### config.mk
export PLATFORM = sky130hd
export DESIGN_NAME = sevenseg_capture
export DESIGN_NICKNAME = d
export VERILOG_FILES = /design/src/rtl/sevenseg_pkg.sv /design/src/rtl/sevenseg_decode.sv /design/src/rtl/sevenseg_capture.sv
export SDC_FILE = /design/constraint.sdc
export NUM_CORES = 1
export LEC_CHECK = 0
export BUFFER_PORTS_ARGS = -buffer_cell sky130_fd_sc_hd__buf_2
export CORE_MARGIN = 2
export CORE_UTILIZATION = 40
export CTS_BUF_LIST = sky130_fd_sc_hd__clkbuf_2
export DETAILED_ROUTE_END_ITERATION = 16
export PLACE_DENSITY = 0.64
export SYNTH_ARGS = -nofsm -noshare
export SYNTH_HDL_FRONTEND = slang
export SYNTH_SLANG_ARGS = --single-unit
### constraint.sdc
create_clock -name clk -period 1.85 [get_ports clk]
set_input_delay 0.0925 -clock clk [delete_from_list [all_inputs] [get_ports clk]]
set_output_delay 0.0925 -clock clk [all_outputs]
set_load 0.005 [all_outputs]
### src/rtl/sevenseg_pkg.sv
// Shared seven-segment constants and capture state type.
// Latency: n/a (definitions only).
// Backpressure: n/a.
// Segment order is bit6..bit0 = a,b,c,d,e,f,g, active-low; the display encoder uses the same table.
package sevenseg_pkg;

  localparam logic [6:0] SEG_0     = 7'b0000001;
  localparam logic [6:0] SEG_1     = 7'b1001111;
  localparam logic [6:0] SEG_2     = 7'b0010010;
  localparam logic [6:0] SEG_3     = 7'b0000110;
  localparam logic [6:0] SEG_4     = 7'b1001100;
  localparam logic [6:0] SEG_5     = 7'b0100100;
  localparam logic [6:0] SEG_6     = 7'b0100000;
  localparam logic [6:0] SEG_7     = 7'b0001111;
  localparam logic [6:0] SEG_8     = 7'b0000000;
  localparam logic [6:0] SEG_9     = 7'b0001100;
  localparam logic [6:0] SEG_BLANK = 7'b1111111;

  localparam logic [3:0] DIGIT_BLANK = 4'hF;
  localparam logic [3:0] DIGIT_ERR   = 4'hE;

  typedef enum logic [1:0] {
    IDLE,
    SETTLE,
    HELD
  } cap_state_t;

endpackage

### src/rtl/sevenseg_decode.sv
// Combinational decode of an active-low segment pattern back to BCD.
// Latency: 0 cycles. Backpressure: none (pure function).
// Ports: seg_n[6:0] in; value[3:0], valid (0-9 decoded), err (undefined pattern) out.
module sevenseg_decode
  import sevenseg_pkg::*;
(
  input  logic [6:0] seg_n,
  output logic [3:0] value,
  output logic       valid,
  output logic       err
);

  always_comb begin
    value = DIGIT_ERR;
    valid = 1'b1;
    err   = 1'b0;
    case (seg_n)
      SEG_0:     value = 4'd0;
      SEG_1:     value = 4'd1;
      SEG_2:     value = 4'd2;
      SEG_3:     value = 4'd3;
      SEG_4:     value = 4'd4;
      SEG_5:     value = 4'd5;
      SEG_6:     value = 4'd6;
      SEG_7:     value = 4'd7;
      SEG_8:     value = 4'd8;
      SEG_9:     value = 4'd9;
      SEG_BLANK: begin
        value = DIGIT_BLANK;
        valid = 1'b0;
      end
      default: begin
        value = DIGIT_ERR;
        valid = 1'b0;
        err   = 1'b1;
      end
    endcase
  end

endmodule

### src/rtl/sevenseg_capture.sv
// Passive monitor rebuilding displayed digits from a multiplexed active-low 7-seg drive.
// Latency: inputs constant from edge k -> update/digits visible after edge k+STABLE_CYCLES+1.
// Backpressure: none; observes the bus only, outputs are registered pulses/levels.
// Ports: clk, reset (sync, active-high), seg_n[6:0], dig_sel[NUM_DIGITS-1:0] in;
//        digits[4*NUM_DIGITS-1:0], valid, err, update, frame_done out.
module sevenseg_capture
  import sevenseg_pkg::*;
#(
  parameter int unsigned NUM_DIGITS    = 4,
  parameter int unsigned STABLE_CYCLES = 8
) (
  input  logic                    clk,
  input  logic                    reset,
  input  logic [6:0]              seg_n,
  input  logic [NUM_DIGITS-1:0]   dig_sel,
  output logic [4*NUM_DIGITS-1:0] digits,
  output logic [NUM_DIGITS-1:0]   valid,
  output logic [NUM_DIGITS-1:0]   err,
  output logic                    update,
  output logic                    frame_done
);

  localparam int unsigned CNT_W = $clog2(STABLE_CYCLES + 1);
  localparam logic [CNT_W-1:0] CNT_ONE    = CNT_W'(1);
  localparam logic [CNT_W-1:0] CNT_TARGET = CNT_W'(STABLE_CYCLES);

  // Sample register S and previous sample P.
  logic [6:0]            s_seg_q, s_seg_d, p_seg_q, p_seg_d;
  logic [NUM_DIGITS-1:0] s_sel_q, s_sel_d, p_sel_q, p_sel_d;

  cap_state_t            state_q, state_d;
  logic [CNT_W-1:0]      cnt_q, cnt_d;
  logic [NUM_DIGITS-1:0] mask_q, mask_d;

  logic [4*NUM_DIGITS-1:0] digits_q, digits_d;
  logic [NUM_DIGITS-1:0]   valid_q, valid_d;
  logic [NUM_DIGITS-1:0]   err_q, err_d;
  logic                    update_q, update_d;
  logic                    frame_done_q, frame_done_d;

  logic [3:0] dec_value;
  logic       dec_valid;
  logic       dec_err;

  logic                  same;
  logic                  s_onehot;
  logic                  wr;
  logic [NUM_DIGITS-1:0] mask_next;

  // The write always uses P: when the count completes, P holds the pattern
  // that has been stable for STABLE_CYCLES samples, even if S just moved.
  sevenseg_decode u_decode (
    .seg_n (p_seg_q),
    .value (dec_value),
    .valid (dec_valid),
    .err   (dec_err)
  );

  always_comb begin
    s_seg_d = seg_n;
    s_sel_d = dig_sel;
    p_seg_d = s_seg_q;
    p_sel_d = s_sel_q;

    same     = (s_seg_q == p_seg_q) && (s_sel_q == p_sel_q);
    s_onehot = (s_sel_q != '0) &&
               ((s_sel_q & (s_sel_q - NUM_DIGITS'(1))) == '0);

    state_d      = state_q;
    cnt_d        = cnt_q;
    mask_d       = mask_q;
    digits_d     = digits_q;
    valid_d      = valid_q;
    err_d        = err_q;
    update_d     = 1'b0;
    frame_done_d = 1'b0;
    wr           = 1'b0;
    mask_next    = mask_q;

    case (state_q)
      IDLE: begin
        if (s_onehot) begin
          state_d = SETTLE;
          cnt_d   = CNT_ONE;
        end
      end
      SETTLE: begin
        if (cnt_q == CNT_TARGET) begin
          wr = 1'b1;
        end
        if (same && (cnt_q == CNT_TARGET)) begin
          state_d = HELD;
        end else if (same) begin
          // Only reachable below the target, so the count cannot wrap.
          cnt_d = cnt_q + CNT_ONE;
        end else begin
          state_d = s_onehot ? SETTLE : IDLE;
          cnt_d   = s_onehot ? CNT_ONE : '0;
        end
      end
      HELD: begin
        if (!same) begin
          state_d = s_onehot ? SETTLE : IDLE;
          cnt_d   = s_onehot ? CNT_ONE : '0;
        end
      end
      default: begin
        state_d = IDLE;
        cnt_d   = '0;
      end
    endcase

    if (wr) begin
      for (int i = 0; i < int'(NUM_DIGITS); i++) begin
        if (p_sel_q[i]) begin
          digits_d[4*i +: 4] = dec_value;
          valid_d[i]         = dec_valid;
          err_d[i]           = dec_err;
        end
      end
      update_d  = 1'b1;
      mask_next = mask_q | p_sel_q;
      // The completing write closes this frame and does not seed the next one.
      if (mask_next == '1) begin
        frame_done_d = 1'b1;
        mask_d       = '0;
      end else begin
        mask_d = mask_next;
      end
    end
  end

  always_ff @(posedge clk) begin
    if (reset) begin
      s_seg_q      <= SEG_BLANK;
      s_sel_q      <= '0;
      p_seg_q      <= SEG_BLANK;
      p_sel_q      <= '0;
      state_q      <= IDLE;
      cnt_q        <= '0;
      mask_q       <= '0;
      digits_q     <= {NUM_DIGITS{DIGIT_BLANK}};
      valid_q      <= '0;
      err_q        <= '0;
      update_q     <= 1'b0;
      frame_done_q <= 1'b0;
    end else begin
      s_seg_q      <= s_seg_d;
      s_sel_q      <= s_sel_d;
      p_seg_q      <= p_seg_d;
      p_sel_q      <= p_sel_d;
      state_q      <= state_d;
      cnt_q        <= cnt_d;
      mask_q       <= mask_d;
      digits_q     <= digits_d;
      valid_q      <= valid_d;
      err_q        <= err_d;
      update_q     <= update_d;
      frame_done_q <= frame_done_d;
    end
  end

  assign digits     = digits_q;
  assign valid      = valid_q;
  assign err        = err_q;
  assign update     = update_q;
  assign frame_done = frame_done_q;

endmodule

# Word-level counts from Yosys, hierarchy flattened
# Cells that the tools add are included.
# totals
regBits	58
latchBits	0
ram_bits	0
rom_bits	0
out_inout_bits	26
elab_cells	79
n_memories	0
# classes
addsub	2
multipliers	0
n_div	0
order_cmp	0
n_eq_ne	19
shift	0
muxes	19
bitwise	3
reduce_logical	15
# op_table
op	n
$pmux 4 s11	1
$eq 7x7->1 const B	3
$mux 4	5
$eq 7x4->1 const B	2
$eq 7x6->1 const B	2
$pmux 4 s3	1
$reduce_or 11->1	1
$reduce_or 10->1	1
$eq 4x4->1 const B	2
$mux 1	8
$reduce_and 2->1	4
$eq 7x1->1 const B	1
$eq 7x3->1 const B	1
$eq 7x5->1 const B	1
$eq 7x7->1	1
$logic_not 7->1	1
$mux 2	3
$ne 2x2->1 const B	3
$pmux 2 s3	1
$add 4x1->4 const B	1
$and 4x4->4	1
$eq 4x4->1	1
$logic_not 4->1	1
$or 4x4->4	1
other kinds (9)	11

# Logic depth before layout (Yosys ltp)
# Gate-level depths: netlist of run 1.
# depth
depth_word	8
depth_mapped	10
ltp_nobuf	8

# Hierarchy
# From an unflattened synthesis of run 1, not the netlist that was laid out.
# unflattened
cells_unflattened	291
area_unflattened_um2	2538.7
# by_module_without_submodules
module	n_inst	cells_each	area_each_um2	seq_area_each_um2
sevenseg_capture	1	243	2224.6	1161.1
sevenseg_decode	1	48	314.1	0.0

# Worst setup path after synthesis of run 1
# OpenSTA, ideal clock, no wires.
# synth_path
kind	reg2reg
start	reg p_seg_q[5]
end	reg digits_q[15], in the netlist digits[15]
arrival_ns	1.800
required_ns	1.721
slack_ns	-0.079
stages_incl_launch_ff	7
n_path_buf	0
synth_period_minus_slack_ns	1.929
cell_sequence	dfxtp_1 -> or3b_1 -> a21o_1 -> a2111oi_4 -> a211oi_2 -> a2111oi_4 -> a21oi_1
# synth_via
elab_chain_len	2
word_cells_on_any_way	12
classes_between	eq/ne: 10; mux: 1; reduce/logical: 1
# synth_rtl
item	line_no	rtl
start, declared	sevenseg_capture.sv:28	logic [6:0] s_seg_q, s_seg_d, p_seg_q, p_seg_d;
start signal, assigned	sevenseg_capture.sv:150	p_seg_q <= p_seg_d;
$eq 7x7->1, or another cell as far along	sevenseg_decode.sv:17	case (seg_n)
$pmux 4 s11 (*)	sevenseg_decode.sv:17	
end signal, assigned	sevenseg_capture.sv:142	digits_q <= {NUM_DIGITS{DIGIT_BLANK}};
end signal, assigned	sevenseg_capture.sv:155	digits_q <= digits_d;
end, declared	sevenseg_capture.sv:35	logic [4*NUM_DIGITS-1:0] digits_q, digits_d;
# Mark *: on every way between the ends. The rest lies on a longest branch, timed or not.
# A chain may end at the register's enable or synchronous reset.

# Worst setup path in the final report of run 1
# layout_path
start	reg p_seg_q[4]
end	reg digits_q[11], in the netlist digits[11]
# Same word-level chain as after synthesis.

==> out/summary.txt, run 1 <==
Max-cap violation count = 0
Max-slew violations = 0
Syn Inst Count = 280
Hold depth = 3
Number of synthesized flops with an enable pin = 0
Final setup violation count = 4
WL/cell = 12.8 um
Max clock buf depth = 2
Nets@finish = 367
Placed Instance Area = 2920 um^2
First-pass GRT wire length = 9.20 mm
Pin slew with the least headroom to its limit = 491 ps
Pwr dens = 764 nW/um^2
Worst R2R End = digits[11]$_SDFFE_PP1P_
Reg clk slew, reported paths = 150 ps
Hold Path End = p_seg_d[2]$_SDFF_PP1_
IO Port Bufs = 38
Gr usage total = 16.7%
Initial DRC Count = 111
Overflow after GRT = 0
Cell Count, Final, Fillers Out = 431
Reg-to-Reg Start = p_seg_q[4]$_SDFF_PP1_
Worst endpoint required time = 2210 ps
RSZ-0062 raised after global routing = true
Post-route setup TNS = -212 ps
Run status = complete, but fails checks
CTS tree = done
Placer Congestion = 0.852
Synth cell types = 39
DRT Pass-1 Iters = 4
# clock sinks = 58
Largest net degree at the start of global routing = 29
H-tree levels = 3
Peak Freq = 524 MHz
Clock Tree Root = clkbuf_2
Total Wirelength = 5.51 mm
Area contributors post-synth = dfxtp_1, nand2_1, xor2_1
Critical-path maximum fanout = 4
Most numerous cell in the Yosys netlist = dfxtp_1
Share of the yosys chip area belonging to registers = 46.6%
List of most frequent post-synthesis cells = dfxtp_1, nand2_1, nor2_1
Number of global-route vias before repair = 1998
Die Ht = 82.9 um
Final Cycle Share = 103%
Initial antenna violation count = 0
CP startpoint kind = flop
Worst Path Arrival = 2270 ps
Initial Util = 41.8%
Area grow syn2layout = 28.7%
Syn nets = 295
Min-delay src = seg_n[2]
Vias = 2214
Die X = 82.9 um
CP Capture Type = flop
Die area = 6880 um^2
Antenna Nets Post-Route = 0
Peak supply drop = 0.398 mV
Warnings, synthesis = 0
R2R Setup Slk = -60 ps
Pleak = 1.29 nW
Endpoints failing hold = 0
HP Class = input pin to flop
Placed cell count = 404
Main synth FF type = dfxtp_1
Via density = 5.14
Inserted Diodes = 0
Fin crit period = 1910 ps
Cts bufs inserted = 9
Setup CP Type = flop to flop
Post-synth top area share = 46.6%
Share of flip-flops with an asynchronous set or reset = 0%
Violated checks = negative setup slack
Register bit total from synthesis = 58
Post-Synthesis Cell Area = 2490 um^2
Largest area contributor in the netlist = dfxtp_1
Avg Synthesized Cell Area = 8.90 um^2
Core ar. = 5960 um^2
Reg2Reg Depth = 6
Row count = 28
Final Util = 53.8%
Clock Latency Late Sink = 470 ps
# IOs = 39
HPWL Detailed = 4.00 mm
Worst setup margin = -58.1 ps
Setup Skew = 15.5 ps
Max-slew headroom = 67.2%
Residual DRC count = 0
Worst slack at placement = -34.1 ps
Layout cell share with drive strength beyond 1 = 31.5%
Fin area = 3210 um^2
[critical path, cell delays in order (launching register included)]
cell and delay (ps):
dfxtp_1 330, or3b_1 370, a21o_1 210, a2111oi_4 390, a211oi_2 100, a2111oi_4 290
a21oi_1 110
[worst max path at each step]
stage                                startpoint                 endpoint  slack (ps)  cells past startpoint
after global placement    p_seg_q[4]$_SDFF_PP1_  digits[15]$_SDFFE_PP1P_         -40                      6
after detailed placement  p_seg_q[4]$_SDFF_PP1_   digits[3]$_SDFFE_PP1P_         -30                      6
final                     p_seg_q[4]$_SDFF_PP1_  digits[11]$_SDFFE_PP1P_         -60                      6
after floorplan           p_seg_q[5]$_SDFF_PP1_  digits[15]$_SDFFE_PP1P_           2                      6
after CTS                 p_seg_q[4]$_SDFF_PP1_   digits[7]$_SDFFE_PP1P_         -60                      6
after global routing      p_seg_q[4]$_SDFF_PP1_  digits[11]$_SDFFE_PP1P_        -160                      6
[layer usage]
layer	vias up	global-route usage (%)	share of wire [%]
met1	1020	20.4	47
met5	-	0	0
li1	1123	-	-
met3	12	4.67	4.3
met4	0	8.64	2.2
met2	59	26.5	46
[registers in the layout, indices dropped and copies added, names as in the netlist]
signal,count
p_seg_q,7
frame_done,1
err,4
mask_q,4
p_seg_d,7
update,1
p_sel_q,4
state_q,2
p_sel_d,4
cnt_q,4
digits,16
valid,4
[cells in the final DEF (no fill, tap or decap), types with 2 or more instances in the layout]
cell and n:
a2111oi_4 2, a211oi_1 4, a21o_1 4, a21oi_1 13
and2_2 4, and3_1 5, buf_2 38, buf_4 28
bufinv_16 2, clkbuf_2 9, clkinv_2 2, dfxtp_1 58
dlygate4sd3_1 12, ha_1 2, inv_1 6, nand2_1 34
nand2b_1 3, nand3_1 5, nand3b_1 4, nand4_1 8
nor2_1 19, nor2b_1 10, nor3_1 7, nor4_2 2
o211ai_1 10, o21a_1 4, o21ai_0 5, o22ai_1 7
or2_2 14, or3_1 2, xor2_1 14
[stage by stage]
step,hold slack (ps),power [W]
6_report,317,0.00245
2_1_floorplan,196,0.00148
4_1_cts,283,0.00248
3_5_place_dp,278,0.00156
5_1_grt,276,0.00258
3_3_place_gp,277,0.00156
[cells by family after synthesis]
kind of cell | share of synthesized area (%)
XOR/XNOR | 4.92
AO/OA/AOI/OAI | 16.6
buffers and inverters | 3.66
adder cells (fa/ha/maj) | 1.41
multiplexers | 0.853
flip-flops | 46.6
AND/OR/NAND/NOR | 26.0
[final cells by class]
class | instances | area [um^2]
Clock buffer | 9 | 45.0
Clock inverter | 6 | 82.6
Fill cell | 583 | 2750
Inverter | 6 | 22.5
Multi-Input combinational cell | 199 | 1280
Sequential cell | 58 | 1160
Tap cell | 75 | 93.8
Timing Repair Buffer | 78 | 520
[what timing repair did]
| item | CTS | global route |
|---|---|---|
| endpoints found under the hold margin | 19 | 0 |
| buffers inserted | 0 | 0 |
| cloned | 0 | 0 |
| hold buffers | 12 | 0 |
| gates resized for setup | 1 | 10 |
| pin swaps | 2 | 4 |
| setup endpoints to repair | 6 | 25 |
[report_power, final]
group          switching (W)  internal, W
sequential         0.0000259      0.00128
clock               0.000460     0.000434
combinational       0.000129     0.000122
Note: power is estimated with default switching activity, not from simulation.
==> inputs of run 2 (changes only) <==
--- a/config.mk
+++ b/config.mk
@@ -5,12 +5,12 @@
 export SDC_FILE = /design/constraint.sdc
 export NUM_CORES = 1
 export LEC_CHECK = 0
-export BUFFER_PORTS_ARGS = -buffer_cell sky130_fd_sc_hd__buf_2
 export CORE_MARGIN = 2
-export CORE_UTILIZATION = 40
+export CORE_UTILIZATION = 70
 export CTS_BUF_LIST = sky130_fd_sc_hd__clkbuf_2
 export DETAILED_ROUTE_END_ITERATION = 16
-export PLACE_DENSITY = 0.64
+export DONT_BUFFER_PORTS = 1
+export PLACE_DENSITY = 0.88
 export SYNTH_ARGS = -nofsm -noshare
 export SYNTH_HDL_FRONTEND = slang
 export SYNTH_SLANG_ARGS = --single-unit
==> constraint.sdc (replaced) <==
create_clock -name clk -period 2.2 [get_ports clk]
set_input_delay 0.11 -clock clk [delete_from_list [all_inputs] [get_ports clk]]
set_output_delay 0.11 -clock clk [all_outputs]
set_load 0.005 [all_outputs]
==> run 2 against run 1 <==
Effect of this change: the run now ends clean; maximum frequency is 9.1% lower; die area down 41%; utilization rose by 30 points; hold slack lost 42 ps; worst setup slack gained 160 ps; sequential power is 15% lower; global-route usage increased by 13 points; critical path type unchanged; largest cell class unchanged.
==> out/summary.txt, run 2 (synthesis gave the netlist of run 1 again) <==
Worst endpoint required time = 2570 ps (was 2210 ps)
Overflow after GRT = 0 (unchanged)
NetSw = 0.000511 W (was 0.000616 W)
H-tree levels = 3 (unchanged)
Placer Congestion = 0.909 (was 0.852)
Post-route setup TNS = 0 ps (was -212 ps)
Core ar. = 3390 um^2 (was 5960 um^2)
Layout cell share with drive strength beyond 1 = 14.6% (was 31.5%)
HPWL Detailed = 3.42 mm (was 4.00 mm)
Largest net degree at the start of global routing = 41 (was 29)
Switch share = 25.1% (about the same)
Via density = 6.02 (was 5.14)
WL/cell = 15.9 um (was 12.8 um)
Internal Power = 0.00152 W (was 0.00184 W)
Final Cycle Share = 95.5% (was 103%)
Max-cap violation count = 0 (unchanged)
Logic pwr share = 9.0% (was 10.3%)
Max-slew violations = 0 (unchanged)
Fin crit period = 2100 ps (was 1910 ps)
Critical-path maximum fanout = 10 (was 4)
Sequential share of power = 54.5% (was 53.2%)
Peak supply drop = 0.560 mV (was 0.398 mV)
Inserted Diodes = 0 (unchanged)
CP startpoint kind = flop (unchanged)
Nets@finish = 311 (was 367)
Die Ht = 63.7 um (was 82.9 um)
Cts bufs inserted = 9 (unchanged)
CP Capture Type = flop (unchanged)
Max-slew headroom = 67.0% (was 67.2%)
DRT Pass-1 Iters = 5 (was 4)
Number of global-route vias before repair = 2014 (was 1998)
Run status = finished clean (was complete, but fails checks)
Worst slack at placement = 138 ps (was -34.1 ps)
Most common cell after layout, fill and taps aside = dfxtp_1 (unchanged)
Pwr dens = 719 nW/um^2 (was 764 nW/um^2)
Row count = 21 (was 28)
Clock Latency Late Sink = 470 ps (about the same)
Worst Path Arrival = 2470 ps (was 2270 ps)
Residual DRC count = 0 (unchanged)
Pin slew with the least headroom to its limit = 491 ps (about the same)
Die X = 63.7 um (was 82.9 um)
Most frequent cells in the layout = dfxtp_1, nand2_1, nor2_1 (was dfxtp_1, buf_2, nand2_1, buf_4, nor2_1)
Initial antenna violation count = 0 (unchanged)
Gr usage total = 29.6% (was 16.7%)
Clock Tree Root = clkbuf_2 (unchanged)
Reg clk slew, reported paths = 150 ps (about the same)
CTS tree = done (unchanged)
IO Port Bufs = 0 (was 38)
Die area = 4050 um^2 (was 6880 um^2)
Initial Util = 73.5% (was 41.8%)
Max clock buf depth = 2 (unchanged)
# IOs = 39 (unchanged)
Initial DRC Count = 206 (was 111)
# clock sinks = 58 (unchanged)
Clk network pwr share = 36.5% (about the same)
Peak Freq = 476 MHz (was 524 MHz)
Worst setup margin = 99.8 ps (was -58.1 ps)
Setup Skew = 22.1 ps (was 15.5 ps)
First-pass GRT wire length = 9.16 mm (was 9.20 mm)
Area grow syn2layout = 13.5% (was 28.7%)
R2R Setup Slk = 100 ps (was -60 ps)
Setup CP Type = flop to flop (unchanged)
Total Wirelength = 5.52 mm (was 5.51 mm)
Final setup violation count = 0 (was 4)
Endpoints failing hold = 0 (unchanged)
Largest register FFs = 16 (unchanged)
Hold Slack = 275 ps (was 317 ps)
RSZ-0062 raised after global routing = false (was true)
HP Class = input pin to flop (unchanged)
Pleak = 1.06 nW (was 1.29 nW)
Vias = 2088 (was 2214)
Antenna Nets Post-Route = 0 (unchanged)
run 2: changes by cell type in the layout (fill, tap and decap cells not counted), sizes merged:
| cell | before | now |
|---|---|---|
| buf | 66 | 10 |
| clkinvlp | 0 | 1 |
run 2: timing repair:
action | in CTS | in global routing
resized for setup | 0 | 2
hold endpoints to repair | 50 | 0
hold buffers | 13 | 0
setup buffers | 0 | 0
setup endpoints to repair | 0 | 3
run 2: final cells by class:
type                    count  area [um^2]
flip-flops and latches     58         1160
multi-input cells         199         1250
fillers                   194          562
clock inverters             7         83.8
inverters                   6         22.5
well taps                  46         57.6
repair buffers             22          208
clock buffers               9         45.0
run 2: power by group through the flow:
stage | registers (W) | clock network, W | logic, W
4_1_cts | 0.00110 | 0.000751 | 0.000174
3_3_place_gp | 0.00113 | 0 | 0.000138
5_1_grt | 0.00111 | 0.000799 | 0.000200
3_5_place_dp | 0.00113 | 0 | 0.000141
2_1_floorplan | 0.00111 | 0 | 0.000127
6_report | 0.00111 | 0.000743 | 0.000183
run 2: path summary, 6_finish.rpt:
path / start / depth (start not counted) / end
setup reg to reg: p_seg_q[2]$_SDFF_PP1_ / 6 / cnt_q[0]$_SDFFE_PP0P_
hold / removal: seg_n[0] / 2 / p_seg_d[0]$_SDFF_PP1_
hold reg to reg: p_seg_d[6]$_SDFF_PP1_ / 1 / p_seg_q[6]$_SDFF_PP1_
setup / recovery: p_seg_q[2]$_SDFF_PP1_ / 6 / cnt_q[0]$_SDFFE_PP0P_
run 2: stage by stage:
step | total power, W | std cells | area [um^2] | utilization, %
after floorplan | 0.00124 | 280 | 2490 | -
after global placement | 0.00126 | 318 | 2550 | 75.2
after detailed placement | 0.00127 | 318 | 2550 | 75.2
after CTS | 0.00203 | 347 | 2820 | 83.1
after global routing | 0.00211 | 347 | 2830 | 83.4
final | 0.00203 | 347 | 2830 | 83.4
run 2: metal layers:
metal	vias to the layer above	global-route usage [%]	wire [um]	part of all wire, %
met5	-	0	0	0
met4	0	13.9	110	2.0
met3	13	9.46	378	6.9
met2	98	49.6	2650	48
met1	967	34.1	2370	43
li1	1010	-	-	-
run 2: worst max-delay path, stage by stage (launching register included):
cell and delay (ps):
dfxtp_1 580, xor2_1 130, nor4_2 440, nand4_1 240, and2_1 260, a21o_1 180
and4_1 180
